===== src/rtl/stack_mem_responder.sv =====
// Memory-side stack responder: one request at a time, private word-addressed
// stack RAM, registered response behind a valid/ready handshake.
module stack_mem_responder #(
  parameter int unsigned             WIDTH     = 32,
  parameter int unsigned             DEPTH     = 64,
  parameter int unsigned             AW        = 6,
  parameter logic [WIDTH-1:0]        STACK_TOP = 32'd64
) (
  input  logic             clk,
  input  logic             rst,
  input  logic             req_valid,
  output logic             req_ready,
  input  logic [2:0]       req_op,
  input  logic [WIDTH-1:0] req_addr,
  input  logic [WIDTH-1:0] req_wdata,
  output logic             resp_valid,
  input  logic             resp_ready,
  output logic [WIDTH-1:0] resp_rdata,
  output logic             resp_is_ret,
  output logic [1:0]       resp_err,
  output logic [AW:0]      occupancy
);

  typedef enum logic [1:0] {IDLE, ACCESS, RESP} state_e;

  localparam logic [2:0]       OP_PUSH = 3'b001;
  localparam logic [2:0]       OP_POP  = 3'b010;
  localparam logic [2:0]       OP_CALL = 3'b011;
  localparam logic [2:0]       OP_RET  = 3'b100;
  localparam logic [WIDTH-1:0] BASE    = STACK_TOP - WIDTH'(DEPTH);
  localparam logic [AW:0]      FULL    = (AW+1)'(DEPTH);

  state_e           state_q, state_d;
  logic [2:0]       op_q, op_d;
  logic [WIDTH-1:0] addr_q, addr_d;
  logic [WIDTH-1:0] wdata_q, wdata_d;
  logic [WIDTH-1:0] rdata_q, rdata_d;
  logic             is_ret_q, is_ret_d;
  logic [1:0]       err_q, err_d;
  logic [AW:0]      occ_q, occ_d;

  logic [WIDTH-1:0] mem [DEPTH];
  logic             mem_we;
  logic [WIDTH-1:0] offset;
  logic [AW-1:0]    idx;
  logic             in_range;
  logic             is_wr;
  logic             is_rd;

  // Offset from the stack base; a single unsigned compare covers both bounds
  // because anything below the base wraps to a large value.
  assign offset   = addr_q - BASE;
  assign idx      = offset[AW-1:0];
  assign in_range = (offset < WIDTH'(DEPTH));
  assign is_wr    = (op_q == OP_PUSH) || (op_q == OP_CALL);
  assign is_rd    = (op_q == OP_POP)  || (op_q == OP_RET);

  always_comb begin
    state_d  = state_q;
    op_d     = op_q;
    addr_d   = addr_q;
    wdata_d  = wdata_q;
    rdata_d  = rdata_q;
    is_ret_d = is_ret_q;
    err_d    = err_q;
    occ_d    = occ_q;
    mem_we   = 1'b0;
    case (state_q)
      IDLE: begin
        if (req_valid) begin
          op_d    = req_op;
          addr_d  = req_addr;
          wdata_d = req_wdata;
          state_d = ACCESS;
        end
      end
      ACCESS: begin
        is_ret_d = (op_q == OP_RET);
        rdata_d  = '0;
        state_d  = RESP;
        if (!(is_wr || is_rd) || !in_range) begin
          err_d = 2'b11;
        end else if (is_wr && (occ_q == FULL)) begin
          err_d = 2'b01;
        end else if (is_rd && (occ_q == '0)) begin
          err_d = 2'b10;
        end else begin
          err_d = 2'b00;
          if (is_wr) begin
            mem_we = 1'b1;
            occ_d  = occ_q + 1'b1;
          end else begin
            rdata_d = mem[idx];
            occ_d   = occ_q - 1'b1;
          end
        end
      end
      RESP: begin
        if (resp_ready) state_d = IDLE;
      end
      default: state_d = IDLE;
    endcase
  end

  always_ff @(posedge clk or negedge rst) begin
    if (!rst) begin
      state_q  <= IDLE;
      op_q     <= '0;
      addr_q   <= '0;
      wdata_q  <= '0;
      rdata_q  <= '0;
      is_ret_q <= 1'b0;
      err_q    <= '0;
      occ_q    <= '0;
    end else begin
      state_q  <= state_d;
      op_q     <= op_d;
      addr_q   <= addr_d;
      wdata_q  <= wdata_d;
      rdata_q  <= rdata_d;
      is_ret_q <= is_ret_d;
      err_q    <= err_d;
      occ_q    <= occ_d;
    end
  end

  // Stack RAM is deliberately left out of reset so contents survive it.
  always_ff @(posedge clk) begin
    if (mem_we) mem[idx] <= wdata_q;
  end

  assign req_ready   = (state_q == IDLE);
  assign resp_valid  = (state_q == RESP);
  assign resp_rdata  = rdata_q;
  assign resp_is_ret = is_ret_q;
  assign resp_err    = err_q;
  assign occupancy   = occ_q;

endmodule


===== config.mk =====
export PLATFORM = sky130hd
export DESIGN_NAME = stack_mem_responder
export DESIGN_NICKNAME = d
export VERILOG_FILES = /design/src/rtl/stack_mem_responder.sv
export SDC_FILE = /design/constraint.sdc
export NUM_CORES = 2
export LEC_CHECK = 0
export ABC_CLOCK_PERIOD_IN_PS = 4000
export CORE_ASPECT_RATIO = 1.2
export CORE_UTILIZATION = 50
export CTS_BUF_LIST = sky130_fd_sc_hd__clkbuf_8
export CTS_CLUSTER_DIAMETER = 80
export DETAILED_ROUTE_END_ITERATION = 8
export GPL_ROUTABILITY_DRIVEN = 1
export PLACE_DENSITY_LB_ADDON = 0.15
export SLEW_MARGIN = 0
export SYNTH_ARGS = -nofsm -noshare
export SYNTH_HDL_FRONTEND = slang
export SYNTH_SLANG_ARGS = --single-unit

===== constraint.sdc =====
create_clock -name clk -period 4 [get_ports clk]
set_clock_uncertainty 0.05 [all_clocks]
set_input_delay 0.8 -clock clk [delete_from_list [all_inputs] [get_ports clk]]
set_output_delay 0.8 -clock clk [all_outputs]
set_load 0.01 [all_outputs]

Word-level counts from Yosys, hierarchy flattened --
Memories as Yosys holds them, arrays and structs flattened. Cells that the tools add are included.
Word-level totals: output and inout bits 44, bits in writable memories 2048, logic and storage cells 55, flip-flop bits (word level) 111, memories kept 1
Cells by class: bitwise logic cells 3, mux-type cells 18, add/subtract/negate cells 2, magnitude comparators 1, equality and inequality tests 9, reductions and logical operators 13
Memories:
- mem | words 64, bits a word 32, rd ports 1, clocked after memory_dff 0, wr ports 1, line 42 | logic [WIDTH-1:0] mem [DEPTH];
Operators with widths (number):
- 32-bit 2-to-1 mux | 4
- 32-bit by 7-bit < comparator with 1-bit output, second input constant | 1
- 2-bit 2-to-1 mux | 5
- 7-bit by 1-bit adder with 7-bit output, second input constant | 1
- 7-bit == test, second input constant | 1
- 7-bit logical NOT | 1
- 1-bit 2-to-1 mux | 7
- 7-bit 2-to-1 mux | 1
- 7-bit by 1-bit subtractor with 7-bit output, second input constant | 1
- 3-bit by 2-bit == test with 1-bit output, second input constant | 2
- 2-bit case mux with 3 select lines | 1
- 1-bit logical OR | 4
- 2-bit AND reduction | 2
- 4-bit AND reduction | 1
- 3-bit by 1-bit == test with 1-bit output, second input constant | 1
- 3-bit == test, second input constant | 1
- 1-bit inverter | 3
- 2-bit by 1-bit == test with 1-bit output, second input constant | 1
- 2-bit == test, second input constant | 1
- 1-bit logical AND | 2
- 1-bit logical NOT | 2
- 2-bit logical NOT | 1
- 2-bit by 1-bit != test with 1-bit output, second input constant | 1
- 2-bit != test, second input constant | 1

Logic depth before layout (Yosys ltp) --
word-level depth 9, mapped depth 11

Least setup slack after synthesis --
Ideal clock, no wire load.
path type flip-flop to flip-flop, start point register addr_q[2], end point memory mem[55][0] (enable), required time 3.529 ns, slack 0.578 ns, arrival time 2.951 ns, stages on the path, launching flop included 8, buffers on the path 4, setup time 0.421 ns, cell sequence dfrtp_1 buf_6 buf_2 buf_4 buf_2 and3_1 nand2_1 nor2_1
Between the ends: word-level cells in the longest chain between the ends 7
RTL lines:
- from (decl) | line 35 | logic [WIDTH-1:0] addr_q, addr_d;
- from (signal assigned) | line 118 | addr_q <= addr_d;
- 32-bit by 7-bit < comparator with 1-bit output | line 54 | assign in_range = (offset < WIDTH'(DEPTH));
- 1-bit logical NOT | line 81 | if (!(is_wr || is_rd) || !in_range) begin
- 1-bit logical OR | line 81
- 1-bit 2-to-1 mux | line 81
- 1-bit 2-to-1 mux | line 68 | case (state_q)
- 1-bit 2-to-1 mux | line 129 | if (mem_we) mem[idx] <= wdata_q;
- 1-bit 2-to-1 mux (implied by the code) | line 129
- to (decl) | line 42
Parallel ways exist; a longest one is shown, timed or not.

Final worst setup path --
start point register addr_q[0], end point register rdata_q[9] (netlist: resp_rdata[9])
Between the ends: word-level cells in the longest chain between the ends 5, elaborated cells on any way between the ends 8, classes of those cells order compare: 1; mux: 4; reduce/logical: 2; memory: 1
RTL lines:
- memory 64 x 32 bit
- 32-bit 2-to-1 mux | line 89 | if (is_wr) begin
- 32-bit 2-to-1 mux | line 85 | end else if (is_rd && (occ_q == '0)) begin
- 32-bit 2-to-1 mux | line 83 | end else if (is_wr && (occ_q == FULL)) begin
- 32-bit 2-to-1 mux (*) | line 81
- to (signal assigned) | line 120 | rdata_q <= rdata_d;
- to (decl) | line 37 | logic [WIDTH-1:0] rdata_q, rdata_d;
Mark *: on every way between the ends. The rest lies on a longest branch, timed or not. A chain may end at the register's enable or synchronous reset.

==> flow_summary.json <==
{
  "ys.flop_type": "edfxtp_1",
  "layout_commonest_cell": "edfxtp_1",
  "synth_edf_count": 2048,
  "netlist_area_mm2": 0.0823,
  "final_cells": 7102,
  "ios": 115,
  "ir_drop_v": 0.000643,
  "clock-root-buffer": "clkbuf_8",
  "worstPathCellList": "buf_12, or2_4, buf_4, buf_4, o22ai_1, nand2_1, and4_1, a31oi_1, a21o_1",
  "fin_setup_tns_ns": 0,
  "overflow": 0,
  "synth_cell_types": 65,
  "start_util": 0.505,
  "top_usage_layer": "met2",
  "via_count": 44734,
  "cts.sinks": 2159,
  "use_met2": 0.404,
  "critical-path-slowest-cell": "dfrtp_4",
  "ys_async_sr_fraction": 0.0514,
  "grt_first_pass_wirelength_um": 318000,
  "crit_buf_inv": 3,
  "drt-wirelength-per-cell_um": 31.9,
  "fin_crit_sh": 0.954,
  "tightest_slew_ns": 1.25,
  "coreArea_mm2": 0.163,
  "maxCapViolations": 0,
  "crit_top_cell": "buf_4",
  "synth.avg_cell_area_um2": 19.3,
  "area_growth_pct": 14.9,
  "ant_nets": 0,
  "clk_latency_ns": 1.07,
  "setup.worst_path.class": "flop to flop",
  "cp_slowest_stage_delay_ns": 0.81,
  "cp-end-kind": "flop",
  "use_met1": 0.396,
  "cts_tree": "built",
  "clk_pin_slew_worst_paths_ns": 0.06,
  "firstDrtPassIters": 5,
  "syn-num-nets": 4338,
  "place_congestion": 0.888,
  "grt_pass1_vias": 43477,
  "seq_area_frac_synth": 0.781,
  "critPathLaunchType": "flop",
  "synthCells": 4261,
  "io_buffers": 114,
  "grt.total_usage": 0.273,
  "die-area_mm2": 0.166,
  "dr.first_iter.drc_count": 5361,
  "cts_buffer_depth": 4,
  "final_cell_mix": "2048 x edfxtp_1, 361 x clkbuf_8, 331 x a22oi_1, 317 x mux2i_1, 247 x o22ai_1",
  "grt_max_degree": 133,
  "ys_ff_latch": 2159,
  "finalSetupViolations": 0,
  "wirelength_um": 226000,
  "die_w_um": 372,
  "layout-drive-gt1-share": 0.224,
  "fin_area_mm2": 0.0945,
  "status": "complete, no violations",
  "numCtsBuffers": 342,
  "cp.arrival_ns": 4.70,
  "dpl.cell_count": 6508,
  "hold_viol": 0,
  "dp_hpwl_um": 138000,
  "yosysWarnings": 0,
  "slew_viol_final": 0,
  "htree_levels": 5,
  "grt_util_met3": 0.0597,
  "rsz0062_at_grt": "no",
  "post_cts_buffers": 0,
  "crit_fanout": 60,
  "min_path_type": "primary input to flop",
  "crit_required_ns": 4.88,
  "p_leak_nw": 30.6,
  "finalNetCount": 4798,
  "fmax_mhz": 262,
  "die_h_um": 446,
  "num_rows": 162,
  "antenna_found_initial": 15,
  "postPlaceCellArea_mm2": 0.0885,
  "path_delay_family": "buffers and inverters",
  "drc": 0,
  "max_slew_margin": 0.164,
  "power_density_mw_per_mm2": 706,
  "via_per_inst": 6.30,
  "min_period_ns": 3.82
}
==> layout make-up <==
class / count / area, um2
timing repair buffer: 396 / 4260
sequential: 2159 / 64300
clock inverter: 221 / 1050
clock buffer: 361 / 4970
multi-input combinational: 1815 / 17200
fill: 12184 / 68400
antenna: 11 / 27.5
inverter: 7 / 26.3
tap: 2132 / 2670
==> registers in the layout, indices dropped and copies added (netlist names) <==
| register | count |
|---|---|
| addr_q | 32 |
| resp_err | 2 |
| resp_is_ret | 1 |
| wdata_q | 32 |
| resp_rdata | 32 |
| op_q | 3 |
| mem | 2048 |
| state_q | 2 |
| occupancy | 7 |
==> power by group <==
part	total, mW	leakage (nW)	switching, mW	internal, mW
sequential	30.9	19.7	2.55	28.4
clock	17.0	3.51	8.33	8.67
combinational	18.8	7.34	12.1	6.67
==> layer usage <==
layer | up-vias | wire length [um]
met5 | - | 28
met4 | 4 | 8970
met3 | 339 | 21200
met2 | 2125 | 103000
met1 | 23507 | 93000
li1 | 18759 | -
==> cells in the mapped netlist, types with 20 or more instances <==
cell type / number / area [um2]
edfxtp_1: 2048 / 61500
a22oi_1: 331 / 2480
mux2i_1: 317 / 3170
o22ai_1: 247 / 1550
mux4_2: 192 / 4320
clkbuf_1: 129 / 484
dfrtp_1: 111 / 2780
nor2_1: 108 / 405
buf_2: 89 / 445
nand2_1: 87 / 327
a221oi_1: 82 / 718
mux2_2: 70 / 788
o21ai_0: 68 / 340
and3_1: 33 / 206
a31oi_1: 31 / 194
and4_1: 31 / 272
a21o_1: 30 / 225
nor3b_1: 29 / 218
buf_1: 28 / 105
nor4_2: 28 / 350
o2111ai_1: 28 / 245
buf_6: 20 / 225
==> logic make-up (layout without fill, tap and decap cells) <==
group           after synthesis  after routing  share of synthesized area
compound gates              848            848                     0.0730
xor+xnor                      7              7                   0.000745
fa+ha+maj                     6              6                    0.00100
buf+inv                     287            985                     0.0169
flops                      2159           2159                      0.781
mux                         579            579                      0.101
other cells                   0             11                          0
simple gates                375            375                     0.0267
==> final timing paths <==
kind                                          from                         to  slack, ns  cells after the start
setup / recovery             addr_q[0]$_DFFE_PN0P_  resp_rdata[9]$_DFFE_PN0N_       0.18                      9
hold / removal                       req_wdata[27]    wdata_q[27]$_DFFE_PN0P_       0.30                      2
setup reg to reg             addr_q[0]$_DFFE_PN0P_  resp_rdata[9]$_DFFE_PN0N_       0.18                      9
hold reg to reg            resp_is_ret$_DFFE_PN0N_    resp_is_ret$_DFFE_PN0N_       0.42                      2
max in group asynchronous                      rst  resp_rdata[8]$_DFFE_PN0N_       2.58                      3
min in group asynchronous                      rst   occupancy[2]$_DFFE_PN0P_       0.36                      2
==> per-stage QoR <==
step	total power [mW]	hold slack [ns]	setup WS (ns)	util
2_1_floorplan	40.7	0.431	0.578	-
3_3_place_gp	49.7	0.415	0.210	0.543
3_5_place_dp	50.0	0.419	0.223	0.543
4_1_cts	66.8	0.201	0.168	0.580
5_1_grt	68.8	0.251	0.0614	0.580
6_report	66.7	0.300	0.183	0.580
==> timing repair <==
item,CTS,global route
hold buffers,1,0
gates resized for setup,0,0
endpoints found under the hold margin,66,0
Note: power is estimated with default switching activity, not from simulation.
